--- src/rtl/mips_multicycle_ctrl_pkg.sv ---
// Shared encodings for the multicycle MIPS controller: states, opcodes, functs,
// ALU and mux codes, plus the per-state Moore output table.
package mips_mc_pkg;

    typedef enum logic [3:0] {
        S_FETCH    = 4'd0,
        S_DECODE   = 4'd1,
        S_MEMADR   = 4'd2,
        S_MEMREAD  = 4'd3,
        S_MEMWB    = 4'd4,
        S_MEMWRITE = 4'd5,
        S_EXECUTE  = 4'd6,
        S_ALUWB    = 4'd7,
        S_BRANCH   = 4'd8,
        S_ADDIEX   = 4'd9,
        S_ADDIWB   = 4'd10,
        S_JUMP     = 4'd11,
        S_ERROR    = 4'd15
    } state_t;

    localparam logic [5:0] OP_LW    = 6'b100011;
    localparam logic [5:0] OP_SW    = 6'b101011;
    localparam logic [5:0] OP_RTYPE = 6'b000000;
    localparam logic [5:0] OP_BEQ   = 6'b000100;
    localparam logic [5:0] OP_ADDI  = 6'b001000;
    localparam logic [5:0] OP_J     = 6'b000010;

    localparam logic [5:0] FN_ADD = 6'b100000;
    localparam logic [5:0] FN_SUB = 6'b100010;
    localparam logic [5:0] FN_AND = 6'b100100;
    localparam logic [5:0] FN_OR  = 6'b100101;
    localparam logic [5:0] FN_SLT = 6'b101010;

    localparam logic [2:0] ALU_ADD = 3'b010;
    localparam logic [2:0] ALU_SUB = 3'b110;
    localparam logic [2:0] ALU_AND = 3'b000;
    localparam logic [2:0] ALU_OR  = 3'b001;
    localparam logic [2:0] ALU_SLT = 3'b111;

    localparam logic [1:0] ALUOP_ADD   = 2'b00;
    localparam logic [1:0] ALUOP_SUB   = 2'b01;
    localparam logic [1:0] ALUOP_FUNCT = 2'b10;

    localparam logic [1:0] SRCB_B     = 2'b00;
    localparam logic [1:0] SRCB_FOUR  = 2'b01;
    localparam logic [1:0] SRCB_IMM   = 2'b10;
    localparam logic [1:0] SRCB_IMMSH = 2'b11;

    localparam logic [1:0] PC_ALU    = 2'b00;
    localparam logic [1:0] PC_ALUOUT = 2'b01;
    localparam logic [1:0] PC_JUMP   = 2'b10;

    // fetch/pcWrite/branch are raw terms; MemReady and Zero gating happens at the top.
    typedef struct packed {
        logic       iorD;
        logic       memRead;
        logic       memWrite;
        logic       regDst;
        logic       memtoReg;
        logic       regWrite;
        logic       aluSrcA;
        logic [1:0] aluSrcB;
        logic [2:0] aluControl;
        logic [1:0] pcSrc;
        logic       fetch;
        logic       pcWrite;
        logic       branch;
        logic       fault;
    } ctrl_t;

    function automatic ctrl_t stateOutputs(input state_t s, input logic [2:0] decodedAlu);
        ctrl_t c;
        c = '0;
        case (s)
            S_FETCH:    begin c.memRead = 1'b1; c.aluSrcB = SRCB_FOUR; c.aluControl = ALU_ADD;
                              c.pcSrc = PC_ALU; c.fetch = 1'b1; end
            S_DECODE:   begin c.aluSrcB = SRCB_IMMSH; c.aluControl = ALU_ADD; end
            S_MEMADR:   begin c.aluSrcA = 1'b1; c.aluSrcB = SRCB_IMM; c.aluControl = ALU_ADD; end
            S_MEMREAD:  begin c.iorD = 1'b1; c.memRead = 1'b1; end
            S_MEMWB:    begin c.memtoReg = 1'b1; c.regWrite = 1'b1; end
            S_MEMWRITE: begin c.iorD = 1'b1; c.memWrite = 1'b1; end
            S_EXECUTE:  begin c.aluSrcA = 1'b1; c.aluSrcB = SRCB_B; c.aluControl = decodedAlu; end
            S_ALUWB:    begin c.regDst = 1'b1; c.regWrite = 1'b1; end
            S_BRANCH:   begin c.aluSrcA = 1'b1; c.aluSrcB = SRCB_B; c.aluControl = decodedAlu;
                              c.pcSrc = PC_ALUOUT; c.branch = 1'b1; end
            S_ADDIEX:   begin c.aluSrcA = 1'b1; c.aluSrcB = SRCB_IMM; c.aluControl = ALU_ADD; end
            S_ADDIWB:   c.regWrite = 1'b1;
            S_JUMP:     begin c.pcSrc = PC_JUMP; c.pcWrite = 1'b1; end
            S_ERROR:    c.fault = 1'b1;
            default:    c = '0;
        endcase
        return c;
    endfunction

endpackage

--- src/rtl/mips_multicycle_ctrl_if.sv ---
// Controller <-> datapath/memory bundle: instruction fields and flags in, selects and strobes out.
interface mips_multicycle_ctrl_if #(parameter int RETIRE_W = 32);
    // Memory handshake: a request (MemRead/MemWrite) stays asserted and stable until the
    // memory raises MemReady; the access completes, and a write commits, in that cycle only.
    logic [5:0]          Op;
    logic [5:0]          Funct;
    logic                Zero;
    logic                MemReady;
    logic                IorD;
    logic                MemRead;
    logic                MemWrite;
    logic                IRWrite;
    logic                RegDst;
    logic                MemtoReg;
    logic                RegWrite;
    logic                ALUSrcA;
    logic [1:0]          ALUSrcB;
    logic [2:0]          ALUControl;
    logic [1:0]          PCSrc;
    logic                PCEn;
    logic [3:0]          State;
    logic [RETIRE_W-1:0] Retired;
    logic                Fault;

    modport master (
        input  Op, Funct, Zero, MemReady,
        output IorD, MemRead, MemWrite, IRWrite, RegDst, MemtoReg, RegWrite,
               ALUSrcA, ALUSrcB, ALUControl, PCSrc, PCEn, State, Retired, Fault
    );

    modport slave (
        output Op, Funct, Zero, MemReady,
        input  IorD, MemRead, MemWrite, IRWrite, RegDst, MemtoReg, RegWrite,
               ALUSrcA, ALUSrcB, ALUControl, PCSrc, PCEn, State, Retired, Fault
    );
endinterface

--- src/rtl/mips_multicycle_ctrl_alu_decoder.sv ---
// ALUOp + Funct to ALUControl; functLegal tells DECODE whether an R-type can execute.
module mips_alu_decoder
    import mips_mc_pkg::*;
(
    input  logic [1:0] aluOp,
    input  logic [5:0] funct,
    output logic [2:0] aluControl,
    output logic       functLegal
);
    logic [2:0] functAlu;

    always_comb begin
        functLegal = 1'b1;
        functAlu   = ALU_ADD;
        case (funct)
            FN_ADD:  functAlu = ALU_ADD;
            FN_SUB:  functAlu = ALU_SUB;
            FN_AND:  functAlu = ALU_AND;
            FN_OR:   functAlu = ALU_OR;
            FN_SLT:  functAlu = ALU_SLT;
            default: functLegal = 1'b0;
        endcase

        case (aluOp)
            ALUOP_ADD:   aluControl = ALU_ADD;
            ALUOP_SUB:   aluControl = ALU_SUB;
            ALUOP_FUNCT: aluControl = functAlu;
            default:     aluControl = ALU_ADD;
        endcase
    end
endmodule

--- src/rtl/mips_multicycle_ctrl.sv ---
// Multicycle MIPS control FSM with memory wait states, timeout fault and retire counter.
module mips_multicycle_ctrl
    import mips_mc_pkg::*;
#(
    parameter int WAIT_MAX = 15,
    parameter int RETIRE_W = 32
) (
    input  logic CLK,
    input  logic Reset,
    mips_multicycle_ctrl_if.master bus
);
    localparam int CW = (WAIT_MAX > 1) ? $clog2(WAIT_MAX) : 1;

    state_t              state;
    state_t              nxt;
    ctrl_t               ctrlQ;
    logic [5:0]          opQ;
    logic [CW-1:0]       waitCnt;
    logic [RETIRE_W-1:0] retiredQ;
    logic [1:0]          aluOp;
    logic [2:0]          aluCtl;
    logic                functLegal;
    logic                memState;
    logic                timeout;
    logic                fetchGo;

    // ALUOp comes from the opcode seen in DECODE, so EXECUTE/BRANCH selects are registered on entry.
    always_comb begin
        aluOp = ALUOP_ADD;
        if (bus.Op == OP_RTYPE)    aluOp = ALUOP_FUNCT;
        else if (bus.Op == OP_BEQ) aluOp = ALUOP_SUB;
    end

    mips_alu_decoder u_aluDec (
        .aluOp      (aluOp),
        .funct      (bus.Funct),
        .aluControl (aluCtl),
        .functLegal (functLegal)
    );

    assign memState = (state == S_FETCH) || (state == S_MEMREAD) || (state == S_MEMWRITE);
    assign timeout  = (WAIT_MAX != 0) && memState && !bus.MemReady &&
                      (waitCnt == CW'(WAIT_MAX - 1));

    always_comb begin
        nxt = state;
        case (state)
            S_FETCH:    if (bus.MemReady) nxt = S_DECODE;
            S_DECODE: begin
                case (bus.Op)
                    OP_LW, OP_SW: nxt = S_MEMADR;
                    OP_RTYPE:     nxt = functLegal ? S_EXECUTE : S_ERROR;
                    OP_BEQ:       nxt = S_BRANCH;
                    OP_ADDI:      nxt = S_ADDIEX;
                    OP_J:         nxt = S_JUMP;
                    default:      nxt = S_ERROR;
                endcase
            end
            S_MEMADR:   nxt = (opQ == OP_SW) ? S_MEMWRITE : S_MEMREAD;
            S_MEMREAD:  if (bus.MemReady) nxt = S_MEMWB;
            S_MEMWRITE: if (bus.MemReady) nxt = S_FETCH;
            S_EXECUTE:  nxt = S_ALUWB;
            S_ADDIEX:   nxt = S_ADDIWB;
            S_MEMWB, S_ALUWB, S_ADDIWB, S_BRANCH, S_JUMP: nxt = S_FETCH;
            default:    nxt = S_ERROR;
        endcase
        if (timeout) nxt = S_ERROR;
    end

    always_ff @(posedge CLK or posedge Reset) begin
        if (Reset) begin
            state    <= S_FETCH;
            ctrlQ    <= stateOutputs(S_FETCH, ALU_ADD);
            opQ      <= '0;
            waitCnt  <= '0;
            retiredQ <= '0;
        end else begin
            state <= nxt;
            ctrlQ <= stateOutputs(nxt, aluCtl);
            if (state == S_DECODE) opQ <= bus.Op;
            if (nxt != state)                  waitCnt <= '0;
            else if (memState && !bus.MemReady) waitCnt <= waitCnt + 1'b1;
            // Every entry into FETCH from another state marks a completed instruction.
            if (nxt == S_FETCH && state != S_FETCH) retiredQ <= retiredQ + 1'b1;
        end
    end

    assign fetchGo        = ctrlQ.fetch & bus.MemReady;
    assign bus.IorD       = ctrlQ.iorD;
    assign bus.MemRead    = ctrlQ.memRead & ~Reset;
    assign bus.MemWrite   = ctrlQ.memWrite & ~Reset;
    assign bus.IRWrite    = fetchGo & ~Reset;
    assign bus.RegDst     = ctrlQ.regDst;
    assign bus.MemtoReg   = ctrlQ.memtoReg;
    assign bus.RegWrite   = ctrlQ.regWrite & ~Reset;
    assign bus.ALUSrcA    = ctrlQ.aluSrcA;
    assign bus.ALUSrcB    = ctrlQ.aluSrcB;
    assign bus.ALUControl = ctrlQ.aluControl;
    assign bus.PCSrc      = ctrlQ.pcSrc;
    assign bus.PCEn       = (fetchGo | ctrlQ.pcWrite | (ctrlQ.branch & bus.Zero)) & ~Reset;
    assign bus.State      = state;
    assign bus.Retired    = retiredQ;
    assign bus.Fault      = ctrlQ.fault;
endmodule

--- src/flat_wrapper.sv ---
// flat-port wrapper written by rule: the top's interface ports become plain ports
module mips_multicycle_ctrl_flat import mips_mc_pkg::*;
#(
    parameter int WAIT_MAX = 15,
    parameter int RETIRE_W = 32
)
  (CLK, Reset, bus_Op, bus_Funct, bus_Zero, bus_MemReady, bus_IorD, bus_MemRead, bus_MemWrite, bus_IRWrite, bus_RegDst, bus_MemtoReg, bus_RegWrite, bus_ALUSrcA, bus_ALUSrcB, bus_ALUControl, bus_PCSrc, bus_PCEn, bus_State, bus_Retired, bus_Fault);
  mips_multicycle_ctrl_if #(.RETIRE_W(RETIRE_W)) bus_i ();
  input  logic CLK;
  input  logic Reset;
  input wire logic [$bits(bus_i.Op)-1:0] bus_Op;
  input wire logic [$bits(bus_i.Funct)-1:0] bus_Funct;
  input wire logic [$bits(bus_i.Zero)-1:0] bus_Zero;
  input wire logic [$bits(bus_i.MemReady)-1:0] bus_MemReady;
  output wire logic [$bits(bus_i.IorD)-1:0] bus_IorD;
  output wire logic [$bits(bus_i.MemRead)-1:0] bus_MemRead;
  output wire logic [$bits(bus_i.MemWrite)-1:0] bus_MemWrite;
  output wire logic [$bits(bus_i.IRWrite)-1:0] bus_IRWrite;
  output wire logic [$bits(bus_i.RegDst)-1:0] bus_RegDst;
  output wire logic [$bits(bus_i.MemtoReg)-1:0] bus_MemtoReg;
  output wire logic [$bits(bus_i.RegWrite)-1:0] bus_RegWrite;
  output wire logic [$bits(bus_i.ALUSrcA)-1:0] bus_ALUSrcA;
  output wire logic [$bits(bus_i.ALUSrcB)-1:0] bus_ALUSrcB;
  output wire logic [$bits(bus_i.ALUControl)-1:0] bus_ALUControl;
  output wire logic [$bits(bus_i.PCSrc)-1:0] bus_PCSrc;
  output wire logic [$bits(bus_i.PCEn)-1:0] bus_PCEn;
  output wire logic [$bits(bus_i.State)-1:0] bus_State;
  output wire logic [$bits(bus_i.Retired)-1:0] bus_Retired;
  output wire logic [$bits(bus_i.Fault)-1:0] bus_Fault;
  assign bus_i.Op = bus_Op;
  assign bus_i.Funct = bus_Funct;
  assign bus_i.Zero = bus_Zero;
  assign bus_i.MemReady = bus_MemReady;
  assign bus_IorD = bus_i.IorD;
  assign bus_MemRead = bus_i.MemRead;
  assign bus_MemWrite = bus_i.MemWrite;
  assign bus_IRWrite = bus_i.IRWrite;
  assign bus_RegDst = bus_i.RegDst;
  assign bus_MemtoReg = bus_i.MemtoReg;
  assign bus_RegWrite = bus_i.RegWrite;
  assign bus_ALUSrcA = bus_i.ALUSrcA;
  assign bus_ALUSrcB = bus_i.ALUSrcB;
  assign bus_ALUControl = bus_i.ALUControl;
  assign bus_PCSrc = bus_i.PCSrc;
  assign bus_PCEn = bus_i.PCEn;
  assign bus_State = bus_i.State;
  assign bus_Retired = bus_i.Retired;
  assign bus_Fault = bus_i.Fault;
  mips_multicycle_ctrl #(.WAIT_MAX(WAIT_MAX), .RETIRE_W(RETIRE_W)) u_core (.CLK(CLK), .Reset(Reset), .bus(bus_i));
endmodule
--- config.mk ---
export PLATFORM = sky130hd
export DESIGN_NAME = mips_multicycle_ctrl_flat
export DESIGN_NICKNAME = d
export VERILOG_FILES = /design/src/rtl/mips_multicycle_ctrl_pkg.sv /design/src/rtl/mips_multicycle_ctrl_if.sv /design/src/rtl/mips_multicycle_ctrl_alu_decoder.sv /design/src/rtl/mips_multicycle_ctrl.sv /design/src/flat_wrapper.sv
export SDC_FILE = /design/constraint.sdc
export NUM_CORES = 1
export LEC_CHECK = 0
export ABC_AREA = 1
export BUFFER_PORTS_ARGS = -buffer_cell sky130_fd_sc_hd__buf_2
export CORE_MARGIN = 2
export CORE_UTILIZATION = 55
export DETAILED_ROUTE_END_ITERATION = 10
export HOLD_SLACK_MARGIN = 0.12
export PLACE_DENSITY = 0.78
export SLEW_MARGIN = 0
export SYNTH_ARGS = -nofsm -noshare
export SYNTH_HDL_FRONTEND = slang
export SYNTH_SLANG_ARGS = --single-unit
--- constraint.sdc ---
create_clock -name CLK -period 5.05 [get_ports CLK]
set_input_delay 1.01 -clock CLK [delete_from_list [all_inputs] [get_ports CLK]]
set_output_delay 1.01 -clock CLK [all_outputs]
set_load 0.02 [all_outputs]
## Yosys cells after proc, flatten, opt, wreduce, memory -nomap -nowiden

Cells that the tools add are included.

| operators by class | value |
|---|---|
| add/sub/neg operators | 2 |
| equal/unequal tests | 38 |
| multiplexer cells | 28 |
| bitwise gates (word level) | 10 |
| reductions and logical operators | 20 |

Operators by type and width:

| kind | count |
|---|---|
| $eq 6x6->1 const B | 8 |
| $eq 4x4->1 const B | 10 |
| $add 32x1->32 const B | 1 |
| $eq 4x3->1 const B | 8 |
| $pmux 4 s8 | 1 |
| $mux 4 | 7 |
| $pmux 4 s5 | 1 |
| $pmux 5 s4 | 1 |
| $eq 4x2->1 const B | 4 |
| $mux 1 | 13 |
| $pmux 3 s4 | 1 |
| $reduce_or 2->1 | 5 |
| $reduce_or 5->1 | 2 |
| $eq 4x1->1 const B | 2 |
| $logic_not 4->1 | 2 |
| $and 1x1->1 | 7 |
| $eq 6x2->1 const B | 1 |
| $eq 6x3->1 const B | 1 |
| $eq 6x4->1 const B | 1 |
| $logic_not 6->1 | 1 |
| $pmux 3 s2 | 1 |
| $add 4x1->4 const B | 1 |
| $ne 4x4->1 | 1 |
| $pmux 2 s2 | 1 |
| 13 further kinds | 17 |

| storage, ports and cells | value |
|---|---|
| bits in registers | 64 |
| input port bits | 16 |
| output and inout bits | 53 |
| word-level logic and storage cells | 116 |

## Logic depth before layout (Yosys ltp)

| logic depth | value |
|---|---|
| depth in word-level cells | 10 |
| gate-level depth with buffers | 14 |
| depth with buffers taken out | 14 |

## Cells and area by module

A second synthesis with hierarchy kept.

| second synthesis, totals | value |
|---|---|
| cell total of the unflattened synthesis | 517 |
| area, all modules | 3832.4 sq um |

Modules (own cells, without submodules):

| module | instances | cells an instance | area each (sq um) | sequential area each (sq um) |
|---|---|---|---|---|
| mips_multicycle_ctrl | 1 | 487 | 3681.0 | 1581.5 |
| mips_alu_decoder | 1 | 30 | 151.4 | 0.0 |

## Worst setup path after synthesis

Ideal clock, no wire load.

| path | value |
|---|---|
| path kind | input -> output |
| from | input bus_MemReady |
| to | output bus_PCEn |
| arrival | 1425 ps |
| required time | 4040 ps |
| setup slack | 2615 ps |
| stages on the path | 2 |
| path buffers | 0 |
| path through | nand2_1 a21oi_1 |

| on the way | value |
|---|---|
| longest elaborated chain between the ends | 4 |

RTL lines:

| item | line | source |
|---|---|---|
| from (decl) | flat_wrapper.sv:14 | `input wire logic [$bits(bus_i.MemReady)-1:0] bus_MemReady;` |
| $and 1x1->1 | mips_multicycle_ctrl.sv:88 | `assign fetchGo = ctrlQ.fetch & bus.MemReady;` |
| $or 1x1->1 (2 in series) | mips_multicycle_ctrl.sv:100 | `assign bus.PCEn = (fetchGo \| ctrlQ.pcWrite \| (ctrlQ.branch & bus.Zero)) & ~Reset;` |
| $and 1x1->1 | mips_multicycle_ctrl.sv:100 |  |
| to (decl) | flat_wrapper.sv:26 | `output wire logic [$bits(bus_i.PCEn)-1:0] bus_PCEn;` |

No other way between the ends.

## Worst setup path after layout

| path | value |
|---|---|
| from | input bus_Op[5] |
| to | register u_core.retiredQ[25], in the netlist u_core.bus.Retired[25] |

| on the way | value |
|---|---|
| longest elaborated chain between the ends | 7 |
| elaborated cells between the ends (all ways) | 12 |
| those cells by class | eq/ne (5); mux (3); reduce/logical (4) |

RTL lines:

| item | line | source |
|---|---|---|
| from (decl) | flat_wrapper.sv:11 | `input wire logic [$bits(bus_i.Op)-1:0] bus_Op;` |
| $eq 6x6->1 | mips_multicycle_ctrl.sv:50 | `case (bus.Op)` |
| $reduce_or 2->1 | mips_multicycle_ctrl.sv:50 |  |
| $pmux 4 s5 (*) | mips_multicycle_ctrl.sv:50 |  |
| $pmux 4 s8 (*) | mips_multicycle_ctrl.sv:47 | `case (state)` |
| $mux 4 (*) | mips_multicycle_ctrl.sv:67 | `if (timeout) nxt = S_ERROR;` |
| via u_core.nxt[0] | mips_multicycle_ctrl.sv:15 | `state_t nxt;` |
| $logic_not 4->1 (*) | mips_multicycle_ctrl.sv:84 | `if (nxt == S_FETCH && state != S_FETCH) retiredQ <= retiredQ + 1'b1;` |
| $logic_and 1x1->1 (*) | mips_multicycle_ctrl.sv:84 |  |
| to (signal assigned) | mips_multicycle_ctrl.sv:84 |  |
| to (decl) | mips_multicycle_ctrl.sv:19 | `logic [RETIRE_W-1:0] retiredQ;` |

The timed path passes the listed nets; every way through them passes the cells marked *.
A chain may end at the register's enable or synchronous reset.

==> results.md <==
* Run status: complete, no violations
* Worst endpoint required time at 5280 ps
* Share of flip-flops with an asynchronous set or reset after synthesis at 1.00
* Hold WC Path Type: register to register
* Class of the most critical setup path: input pin to register
* Headroom to the max-slew limit at 0.549
* Critical Path Source Type: input pin
* Sum of negative setup slack at 0 ps
* Antenna violations before repair at 0
* Floorplan die width at 88.6 microns
* Post-place setup slack at 1700 ps
* Final critical delay including setup and external delays at 2990 ps
* Average footprint of a synthesized cell at 7.29 sq um
* Row Count at 30
* Top Ports at 69
* Remaining routing DRC violations at 0
* Maximum number of pins on one net before global-route repair at 55
* Sequential-to-total area share from yosys stat at 0.402
* Register bit total from synthesis at 63
* Number of fill cells at 615
* Number of synthesized flops with an enable pin at 0
* Unrepaired setup endpoints after global routing: false
* Distinct cell type count of the synthesized netlist at 32
* DIE HEIGHT at 88.6 microns
* Via count of the first global-routing pass at 3574
* Layout cell share with drive strength beyond 1 at 0.177
* Primary flip-flop cell chosen by synthesis mapping: dfrtp_1
* Top post-synthesis cells by count: nand2_1, nor2_1, dfrtp_1, inv_1, nand4_1
* Standard cell core area at 6870 sq um
* TritonCTS Sinks at 63
* Post-CTS setup buffer count at 0
* Net count of the mapped netlist at 559
* Post-Synthesis Cells at 540
* Residual antenna-violating net count after detailed routing at 0
* P&R area growth vs syn at 14.2%
* Count of H-tree levels built during CTS at 3
* Least setup slack across all paths after layout at 2060 ps
* Period utilisation layout at 0.591
* First-pass GRT wire length at 15700 microns
* Routed via count divided by cell count at 5.45
* Hold Vio Cnt, Final at 0
* CP arrival at 3220 ps
* Worst Tran Pin Value at 677 ps
* Total grt overflow at 0
* Utilization of the core after routing at 0.655
* PostCTS Resize Cnt at 0
* Detailed-route wire length at 9460 microns
* Cts bufs inserted at 9
* Clock-pin slew reported for the worst setup and hold paths after clock tree synthesis at 70 ps
* Clock insertion delay at the later pin of the skew report at 340 ps
* Longest Clk Path Bufs at 2
* Average routed wire per standard cell at 13.5 microns
* Global-route usage over all layers at 0.256
* Die outline area at 7850 sq um
* Static Leakage at 2.53 nW
* Nets at 619
* Max-cap viol count at 0
* Number of search-and-repair iterations in the first detailed-routing pass at 5
* Achievable frequency at 335 MHz
* Leading cell type by number of instances after synthesis: nand2_1
* Netlist area before placement at 3940 sq um
* Yosys warning total at 0
* Setup violation total in the final timing report at 0
* Share of Yosys cell area claimed by the top area cell type at 0.375
* Library cell used as clock root buffer: clkbuf_8
* ANT cells at 0
* Biggest area contributors in the synthesized netlist: dfrtp_1, nand2_1, nand4_1
* Detailed router's first-iteration violation count at 244
* Clock skew after layout at 6.73 ps
* Yosys top cell by area: dfrtp_1
* Kind of capture point of the worst setup path: register
* Hold_buf cts at 0
* CTS tree: done
* Power per cell area at 232 nW/um^2
* Count of pins over their slew limit at 0
* Dpl hpwl at 6890 microns
* IO Port Bufs at 68
* Starting density of the core at 0.573
* Final GP Congestion at 0.970
* Worst vdd rail ir drop at 0.000178 V
* Max Fanout on Critical Path at 34
* Routed via count at 3821
## stage by stage
step,cells,instance area (sq um),total power [mW],hold WS [ps]
2_1_floorplan,540,3940,0.528,449
3_3_place_gp,685,4270,0.541,465
3_5_place_dp,685,4270,0.542,473
4_1_cts,701,4500,1.05,489
5_1_grt,701,4500,1.08,509
6_report,701,4500,1.04,485
## final cells by class
cell class	count	area [sq um]	area share
clock inverter	3	65.1	0.0145
tap	96	120	0.0267
sequential	63	1580	0.352
clock buffer	13	169	0.0375
multi-input combinational	411	2040	0.454
timing repair buffer	69	348	0.0773
inverter	46	173	0.0384
## layer usage
metal / vias up / GRT usage / wire (microns)
li1: 1869 / - / -
met1: 1758 / 0.324 / 3950
met2: 159 / 0.420 / 4580
met3: 35 / 0.0616 / 657
met4: 0 / 0.107 / 276
met5: - / 0 / 0
## final timing paths
check | startpoint | to | slack (ps) | cells after the start
setup / recovery | bus_Op[5] | u_core.bus.Retired[25]$_DFFE_PP0P_ | 2060 | 11
hold / removal | u_core.opQ[4]$_DFFE_PP0P_ | u_core.opQ[4]$_DFFE_PP0P_ | 480 | 2
setup reg to reg | u_core.bus.State[3]$_DFF_PP0_ | u_core.bus.Retired[25]$_DFFE_PP0P_ | 2290 | 11
hold reg to reg | u_core.opQ[4]$_DFFE_PP0P_ | u_core.opQ[4]$_DFFE_PP0P_ | 480 | 2
max in group asynchronous | Reset | u_core.bus.Retired[29]$_DFFE_PP0P_ | 3490 | 3
min in group asynchronous | Reset | u_core.bus.State[3]$_DFF_PP0_ | 630 | 2
## critical path: stages
cell and delay, ps:
buf_2 120, nor2_1 220, nand3_1 130, nand2_1 120
nand2_1 100, nand2_1 190, nand3_2 240, nor2_8 430
nand3_4 400, nand2_1 170, nand2_1 60
## cell usage in the layout (no fill, tap or decap), types with 4 or more instances in the layout
cell type / count
xor2_1: 24
inv_2: 4
nor3_1: 19
buf_2: 68
dfstp_2: 4
xnor2_1: 6
dfrtp_1: 59
a21oi_1: 8
nand4_1: 40
nand2_4: 4
inv_1: 41
nand2_1: 187
nand3_1: 27
o21ai_0: 6
nor2_1: 66
clkbuf_8: 12
## power breakdown
part           internal [mW]  leakage [nW]  switching, mW
clock                  0.318         0.120          0.194
sequential             0.505         0.808              0
combinational        0.00726          1.60         0.0200
## logic make-up after synthesis
family                     after synthesis  share of synthesized area
xor gates and xnor gates                30                     0.0667
and+or+nand+nor                        361                      0.420
buffers and inverters                   66                     0.0797
AOI/OAI and AO/OA                       17                     0.0229
DFF                                     63                      0.402
adders and majority gates                3                    0.00953
## registers in the layout, summed over array words and instances, names as in the netlist
signal / count
u_core.bus.PCSrc: 2
u_core.bus.RegDst: 1
u_core.bus.Fault: 1
u_core.opQ: 6
u_core.bus.State: 4
u_core.bus.ALUSrcB: 2
u_core.bus.Retired: 32
u_core.bus.ALUControl: 3
u_core.waitCnt: 4
u_core.ctrlQ: 5
u_core.bus.IorD: 1
u_core.bus.MemtoReg: 1
u_core.bus.ALUSrcA: 1
No activity file was read; power rests on OpenSTA's default activity.
